## config.mk

```make
export PLATFORM = sky130hd
export DESIGN_NAME = ifu_fetch
export DESIGN_NICKNAME = d
export VERILOG_FILES = /design/src/rtl/ifu_pkg.sv /design/src/rtl/ifu_fetch_timeout_cnt.sv /design/src/rtl/ifu_fetch.sv
export SDC_FILE = /design/constraint.sdc
export NUM_CORES = 1
export LEC_CHECK = 0
export BUFFER_PORTS_ARGS = -buffer_cell sky130_fd_sc_hd__buf_4
export CAP_MARGIN = 20
export CORE_MARGIN = 2
export CORE_UTILIZATION = 51
export CTS_BUF_LIST = sky130_fd_sc_hd__clkbuf_4 sky130_fd_sc_hd__clkbuf_8
export DETAILED_ROUTE_END_ITERATION = 16
export PLACE_DENSITY = 0.92
export SLEW_MARGIN = 20
export SYNTH_ARGS = -nofsm -noshare
export SYNTH_HDL_FRONTEND = slang
export SYNTH_SLANG_ARGS = --single-unit
```

## constraint.sdc

```tcl
create_clock -name clk -period 3.8 [get_ports clk]
set_input_delay 0.38 -clock clk [delete_from_list [all_inputs] [get_ports clk]]
set_output_delay 0.38 -clock clk [all_outputs]
set_load 0.05 [all_outputs]
```

## src/rtl/ifu_pkg.sv

```systemverilog
// rtl/ifu_pkg.sv - shared types and constants for the instruction fetch unit
package ifu_pkg;

  typedef enum logic [2:0] {
    REQ  = 3'd0,
    ADDR = 3'd1,
    DATA = 3'd2,
    DONE = 3'd3,
    WAIT = 3'd4
  } ifu_state_e;

  localparam logic [1:0]  FC_NONE     = 2'd0;
  localparam logic [1:0]  FC_MISALIGN = 2'd1;
  localparam logic [1:0]  FC_BUSERR   = 2'd2;
  localparam logic [1:0]  FC_TIMEOUT  = 2'd3;

  localparam logic [31:0] NOP_INSN    = 32'h0000_0013;
  localparam logic [1:0]  RESP_OKAY   = 2'b00;

endpackage

```

## src/rtl/ifu_fetch_timeout_cnt.sv

```systemverilog
// rtl/ifu_fetch_timeout_cnt.sv - R-phase wait counter with expiry flag
module ifu_timeout_cnt #(
  parameter int unsigned TIMEOUT = 255
) (
  input  logic clk,
  input  logic rst,
  input  logic clear,
  input  logic enable,
  output logic expired
);

  localparam int unsigned W = $clog2(TIMEOUT + 1);

  logic [W-1:0] cnt_q, cnt_d;

  // Expired on the TIMEOUT-th enabled cycle, i.e. when the count would reach TIMEOUT
  always_comb begin
    expired = enable && (cnt_q == W'(TIMEOUT - 1));
  end

  // Clear dominates; count enabled cycles and stop once expired
  always_comb begin
    cnt_d = cnt_q;
    if (clear) begin
      cnt_d = '0;
    end else if (enable && !expired) begin
      cnt_d = cnt_q + W'(1);
    end
  end

  // Counter register
  always_ff @(posedge clk or posedge rst) begin
    if (rst) cnt_q <= '0;
    else     cnt_q <= cnt_d;
  end

endmodule

```

## src/rtl/ifu_fetch.sv

```systemverilog
// rtl/ifu_fetch.sv - instruction fetch stage: PC, AR/R read, fault detection
module ifu_fetch
  import ifu_pkg::*;
#(
  parameter logic [31:0] RESET_PC = 32'h8000_0000,
  parameter int unsigned TIMEOUT  = 255
) (
  input  logic        clk,
  input  logic        rst,
  input  logic        pc_update,
  input  logic [31:0] pc_next,
  output logic [31:0] araddr,
  output logic        arvalid,
  input  logic        arready,
  input  logic [31:0] rdata,
  input  logic [1:0]  rresp,
  input  logic        rvalid,
  output logic        rready,
  output logic [31:0] pc,
  output logic [31:0] instruction,
  output logic        IFU_done,
  output logic        fetch_fault,
  output logic [1:0]  fault_cause
);

  ifu_state_e  state_q, state_d;
  logic [31:0] pc_q, pc_d;
  logic [31:0] insn_q, insn_d;
  logic        fault_q, fault_d;
  logic [1:0]  cause_q, cause_d;
  logic        pending_q, pending_d;
  logic [31:0] pending_pc_q, pending_pc_d;
  logic        misaligned;
  logic        tmo_expired;

  assign misaligned = (pc_q[1:0] != 2'b00);

  ifu_timeout_cnt #(.TIMEOUT(TIMEOUT)) u_tmo (
    .clk     (clk),
    .rst     (rst),
    .clear   (state_q == ADDR),
    .enable  (state_q == DATA),
    .expired (tmo_expired)
  );

  // State register
  always_ff @(posedge clk or posedge rst) begin
    if (rst) state_q <= REQ;
    else     state_q <= state_d;
  end

  // Next-state logic
  always_comb begin
    state_d = state_q;
    unique case (state_q)
      REQ:  state_d = misaligned ? DONE : ADDR;
      ADDR: if (arready) state_d = DATA;
      DATA: if (rvalid || tmo_expired) state_d = DONE;
      DONE: state_d = WAIT;
      WAIT: if (pc_update || pending_q) state_d = REQ;
      default: state_d = REQ;
    endcase
  end

  // Bus handshakes and done pulse are decoded from the state, so reset drops them at once
  always_comb begin
    arvalid  = (state_q == ADDR);
    rready   = (state_q == DATA);
    IFU_done = (state_q == DONE);
  end

  // Datapath: PC, held instruction, fault status and the early-strobe pending slot
  always_comb begin
    pc_d         = pc_q;
    insn_d       = insn_q;
    fault_d      = fault_q;
    cause_d      = cause_q;
    pending_d    = pending_q;
    pending_pc_d = pending_pc_q;
    if (pc_update && (state_q != WAIT)) begin
      pending_d    = 1'b1;
      pending_pc_d = pc_next;
    end
    unique case (state_q)
      REQ: begin
        if (misaligned) begin
          insn_d  = NOP_INSN;
          fault_d = 1'b1;
          cause_d = FC_MISALIGN;
        end
      end
      DATA: begin
        if (rvalid) begin
          if (rresp == RESP_OKAY) begin
            insn_d = rdata;
          end else begin
            insn_d  = NOP_INSN;
            fault_d = 1'b1;
            cause_d = FC_BUSERR;
          end
        end else if (tmo_expired) begin
          insn_d  = NOP_INSN;
          fault_d = 1'b1;
          cause_d = FC_TIMEOUT;
        end
      end
      WAIT: begin
        // A live strobe takes priority over one captured earlier
        if (pc_update || pending_q) begin
          pc_d      = pc_update ? pc_next : pending_pc_q;
          fault_d   = 1'b0;
          cause_d   = FC_NONE;
          pending_d = 1'b0;
        end
      end
      default: ;
    endcase
  end

  // Datapath registers
  always_ff @(posedge clk or posedge rst) begin
    if (rst) begin
      pc_q         <= RESET_PC;
      insn_q       <= NOP_INSN;
      fault_q      <= 1'b0;
      cause_q      <= FC_NONE;
      pending_q    <= 1'b0;
      pending_pc_q <= RESET_PC;
    end else begin
      pc_q         <= pc_d;
      insn_q       <= insn_d;
      fault_q      <= fault_d;
      cause_q      <= cause_d;
      pending_q    <= pending_d;
      pending_pc_q <= pending_pc_d;
    end
  end

  assign araddr      = pc_q;
  assign pc          = pc_q;
  assign instruction = insn_q;
  assign fetch_fault = fault_q;
  assign fault_cause = cause_q;

endmodule

```

==> key figures <==
Logic synthesis
  – Post-synth ARST share: between 90% and 100%
  – Top_reg_cell synth: dfrtp_1
  – Count leader, synth: dfrtp_1
  – Synth area leader: dfrtp_1
  – Library cells used by synthesis: 43
  – Synth cell count leaders: 106 x dfrtp_1, 36 x nand2_1, 35 x buf_4, 35 x o21ai_0, 34 x mux2i_1
  – Post-synthesis sequential area ratio: 57.39%
  – Synthesized flop and latch total: 111
  – Synth Net Count: 468
  – Ys Warns: 0
  – EDFF count, synth: 0
  – Post-synthesis cell count: 395
  – Syn_area_per_cell: 12.28 um^2
  – Top cell type's share of synthesized area: between 50% and 60%
  – Synth top area cells: dfrtp_1 55%, mux2_2 7.2%, mux2i_1 7.0%
  – Synth Cell Area: slightly below 5000 um^2

Worst setup path
  – R2R cell count: 4
  – Origin of the critical flop-to-flop path: state_q[0]$_DFFE_PP0P_
  – WP data required: 4100 ps
  – R2R Path End: instruction[31]$_DFFE_PP0P_
  – Worst Path Max Fanout: 32
  – CP Launch Type: register
  – CP Class: reg -> reg
  – Crit end category: register
  – CP Data Arrival Time: 2520 ps
  – Worst reg2reg setup slack: 1580 ps

Clock tree
  – Clk pin slew, worst setup/hold paths: about 100 ps
  – TritonCTS clock tree: done
  – # Post-CTS Setup Buffers: 0
  – Hold bufs inserted after CTS: 0
  – CTS H-tree depth: 3
  – CTS max path bufs: 2
  – Sink Count: about 110
  – Post-CTS sizing: 0
  – TritonCTS buffer count: 9
  – Clock Tree Root: clkbuf_8
  – Clock Latency Late Sink: 360 ps

Floorplanning
  – Die area: between 10,000 and 15,000 um^2
  – Die width: 101.5 um
  – Number of I/O pins: roughly 170
  – Starting Density: 52.50%
  – Core ar.: slightly above 9000 um^2
  – Die Y-Extent: between 100 and 150 um
  – Site Rows: 35

Hold path
  – Hold Startpoint: rdata[20]
  – WHS Endpoint: instruction[20]$_DFFE_PP0P_
  – Hold/Removal Path Class: in -> reg
  – WHS Path Cells: 2

Power and ir drop
  – Power Dens Cells: 855.2 nW/um^2
  – Sw frac: 49.96%
  – Clock Power Share: 12.6%
  – Leak Pwr: about 3.2 nW
  – Logic gate share of total power: 53.5%
  – Internal power: ~2.7 mW
  – Switching power: 2.646 mW
  – Seq pwr share: 33.9%
  – Peak supply drop: 0.5878 mV

STA
  – Hold WS: 238.7 ps
  – Slew @ Worst Pin: 617.3 ps
  – Period utilization: 58.51%
  – RSZ-0062 raised after global routing: false
  – Final Max Slew Viols: 0
  – Clock Skew: 8.848 ps
  – Final min period: 2223 ps
  – Endpoints failing hold: 0
  – Final Worst Setup Slack: 1577 ps
  – Achievable Freq: approximately 450 MHz
  – Rel. slew slack: 58.67%
  – Setup violations, final: 0
  – Setup_tns: 0 ps

Routing
  – First-pass iteration count of the detailed router: 4
  – Via density: 5.201
  – DR DRC count: 0
  – Drt wl/cell: about 16 um
  – Number of DRC violations after detailed-routing iteration 0: 165
  – DRT Wirelength: 10.74 mm
  – DRT antenna net count: 0
  – Total number of vias: 3,448

Placement
  – Worst slack, placed: 1226 ps
  – Placer Congestion: 0.8116
  – Post-DP Area: 5968 um^2
  – Count of input and output buffers: 172
  – DP Wirelength: 7.698 mm

Global route
  – Pin count of the biggest net entering global routing: 82
  – Initial antenna violation count: 0
  – Gr ovfl total: 0
  – Vias in the first global route: ~3,500
  – Global Route Usage Sum: 20.94%
  – First-pass GRT wire length: approximately 17 mm

Cells and area
  – Filler cell count: 670
  – Diode count: 0
  – Sequential Area: about 2800 um^2
  – Multi-input gate area: 1669 um^2
  – Share of cells above drive strength 1: between 40% and 50%
  – Final instance area: 6193 um^2
  – Syn-to-layout area delta: 27.68%
  – Nets: 602

Run
  – MaxCap Viol Count: 0

Outcome
  – Status: finished clean
## worst max path at each step
stage | start | endpoint | depth (start not counted)
finish | state_q[0]$_DFFE_PP0P_ | instruction[31]$_DFFE_PP0P_ | 4
global route | state_q[0]$_DFFE_PP0P_ | instruction[31]$_DFFE_PP0P_ | 4
CTS | state_q[0]$_DFFE_PP0P_ | instruction[31]$_DFFE_PP0P_ | 4
detailed placement | state_q[0]$_DFFE_PP0P_ | instruction[31]$_DFFE_PP0P_ | 4
global placement | state_q[0]$_DFFE_PP0P_ | instruction[13]$_DFFE_PP0P_ | 4
floorplan | rst | araddr[0]$_DFFE_PP0P_ | 1
## power by group through the flow
stage | clock [mW] | combinational (mW) | sequential (mW)
4_1_cts | 0.686 | 2.85 | 1.80
5_1_grt | 0.728 | 2.98 | 1.84
2_1_floorplan | 0 | 1.46 | 2.56
6_report | 0.668 | 2.83 | 1.80
3_5_place_dp | 0 | 2.85 | 1.82
3_3_place_gp | 0 | 2.78 | 1.80
## flip-flops by register name (all words and copies together) (netlist names)
register	flops
araddr	32
instruction	32
pending_pc_q	32
u_tmo.cnt_q	8
state_q	3
fault_cause	2
fetch_fault	1
pending_q	1
## critical path, cell delays in order, from the launching register on
cell	delay [ps]
dfrtp_1	490
nor3b_2	580
o211a_1	320
or2_2	530
a22o_1	240
## cell usage in the layout (no fill, tap or decap), types with 2 or more instances in the layout
| cell type | instances |
|---|---|
| and3_1 | 2 |
| dfrtp_1 | 106 |
| dfstp_2 | 5 |
| a21oi_1 | 5 |
| nor3_1 | 2 |
| nand3_1 | 5 |
| clkbuf_8 | 10 |
| mux2i_1 | 34 |
| mux2_2 | 31 |
| xor2_1 | 3 |
| o21ai_0 | 35 |
| or2_2 | 2 |
| nand2_1 | 36 |
| nor2_1 | 12 |
| clkinv_4 | 3 |
| nand2b_1 | 2 |
| ha_1 | 2 |
| inv_1 | 7 |
| buf_4 | 176 |
| a22o_1 | 29 |
| mux2_1 | 3 |
## per-stage QoR
| step | total power [mW] | utilization, % | std cells |
|---|---|---|---|
| 2_1_floorplan | 4.024 | - | 395 |
| 3_3_place_gp | 4.576 | 64.59 | 645 |
| 3_5_place_dp | 4.666 | 64.59 | 645 |
| 4_1_cts | 5.334 | 66.62 | 661 |
| 5_1_grt | 5.550 | 67.03 | 663 |
| 6_report | 5.297 | 67.03 | 663 |
## kinds of logic after synthesis
family                   after synthesis  synth area share [%]
AND/OR/NAND/NOR                       69                 6.939
multiplexers                          68                 14.91
XOR/XNOR                               3                0.5418
flip-flops                           111                 57.39
AO/OA/AOI/OAI                         79                 11.35
adder cells (fa/ha/maj)                2                0.5158
buffers and inverters                 63                 8.357
## final cells by class
type                    count  share of cell area (%)
multi-input cells         221                   26.95
inverters                   8                  0.5253
well taps                 129                   2.606
clock buffers              11                   2.343
flip-flops and latches    111                   44.95
repair buffers            178                   21.94
clock inverters             5                  0.6869
## per-layer routing
layer	up-vias	part of all wire, %	global-route usage [%]
met4	0	1.5	5.613
met5	-	0	0
li1	1616	-	-
met3	14	6.3	4.348
met1	1692	41	26.81
met2	126	51	36.29
Note: power is estimated with default switching activity, not from simulation.
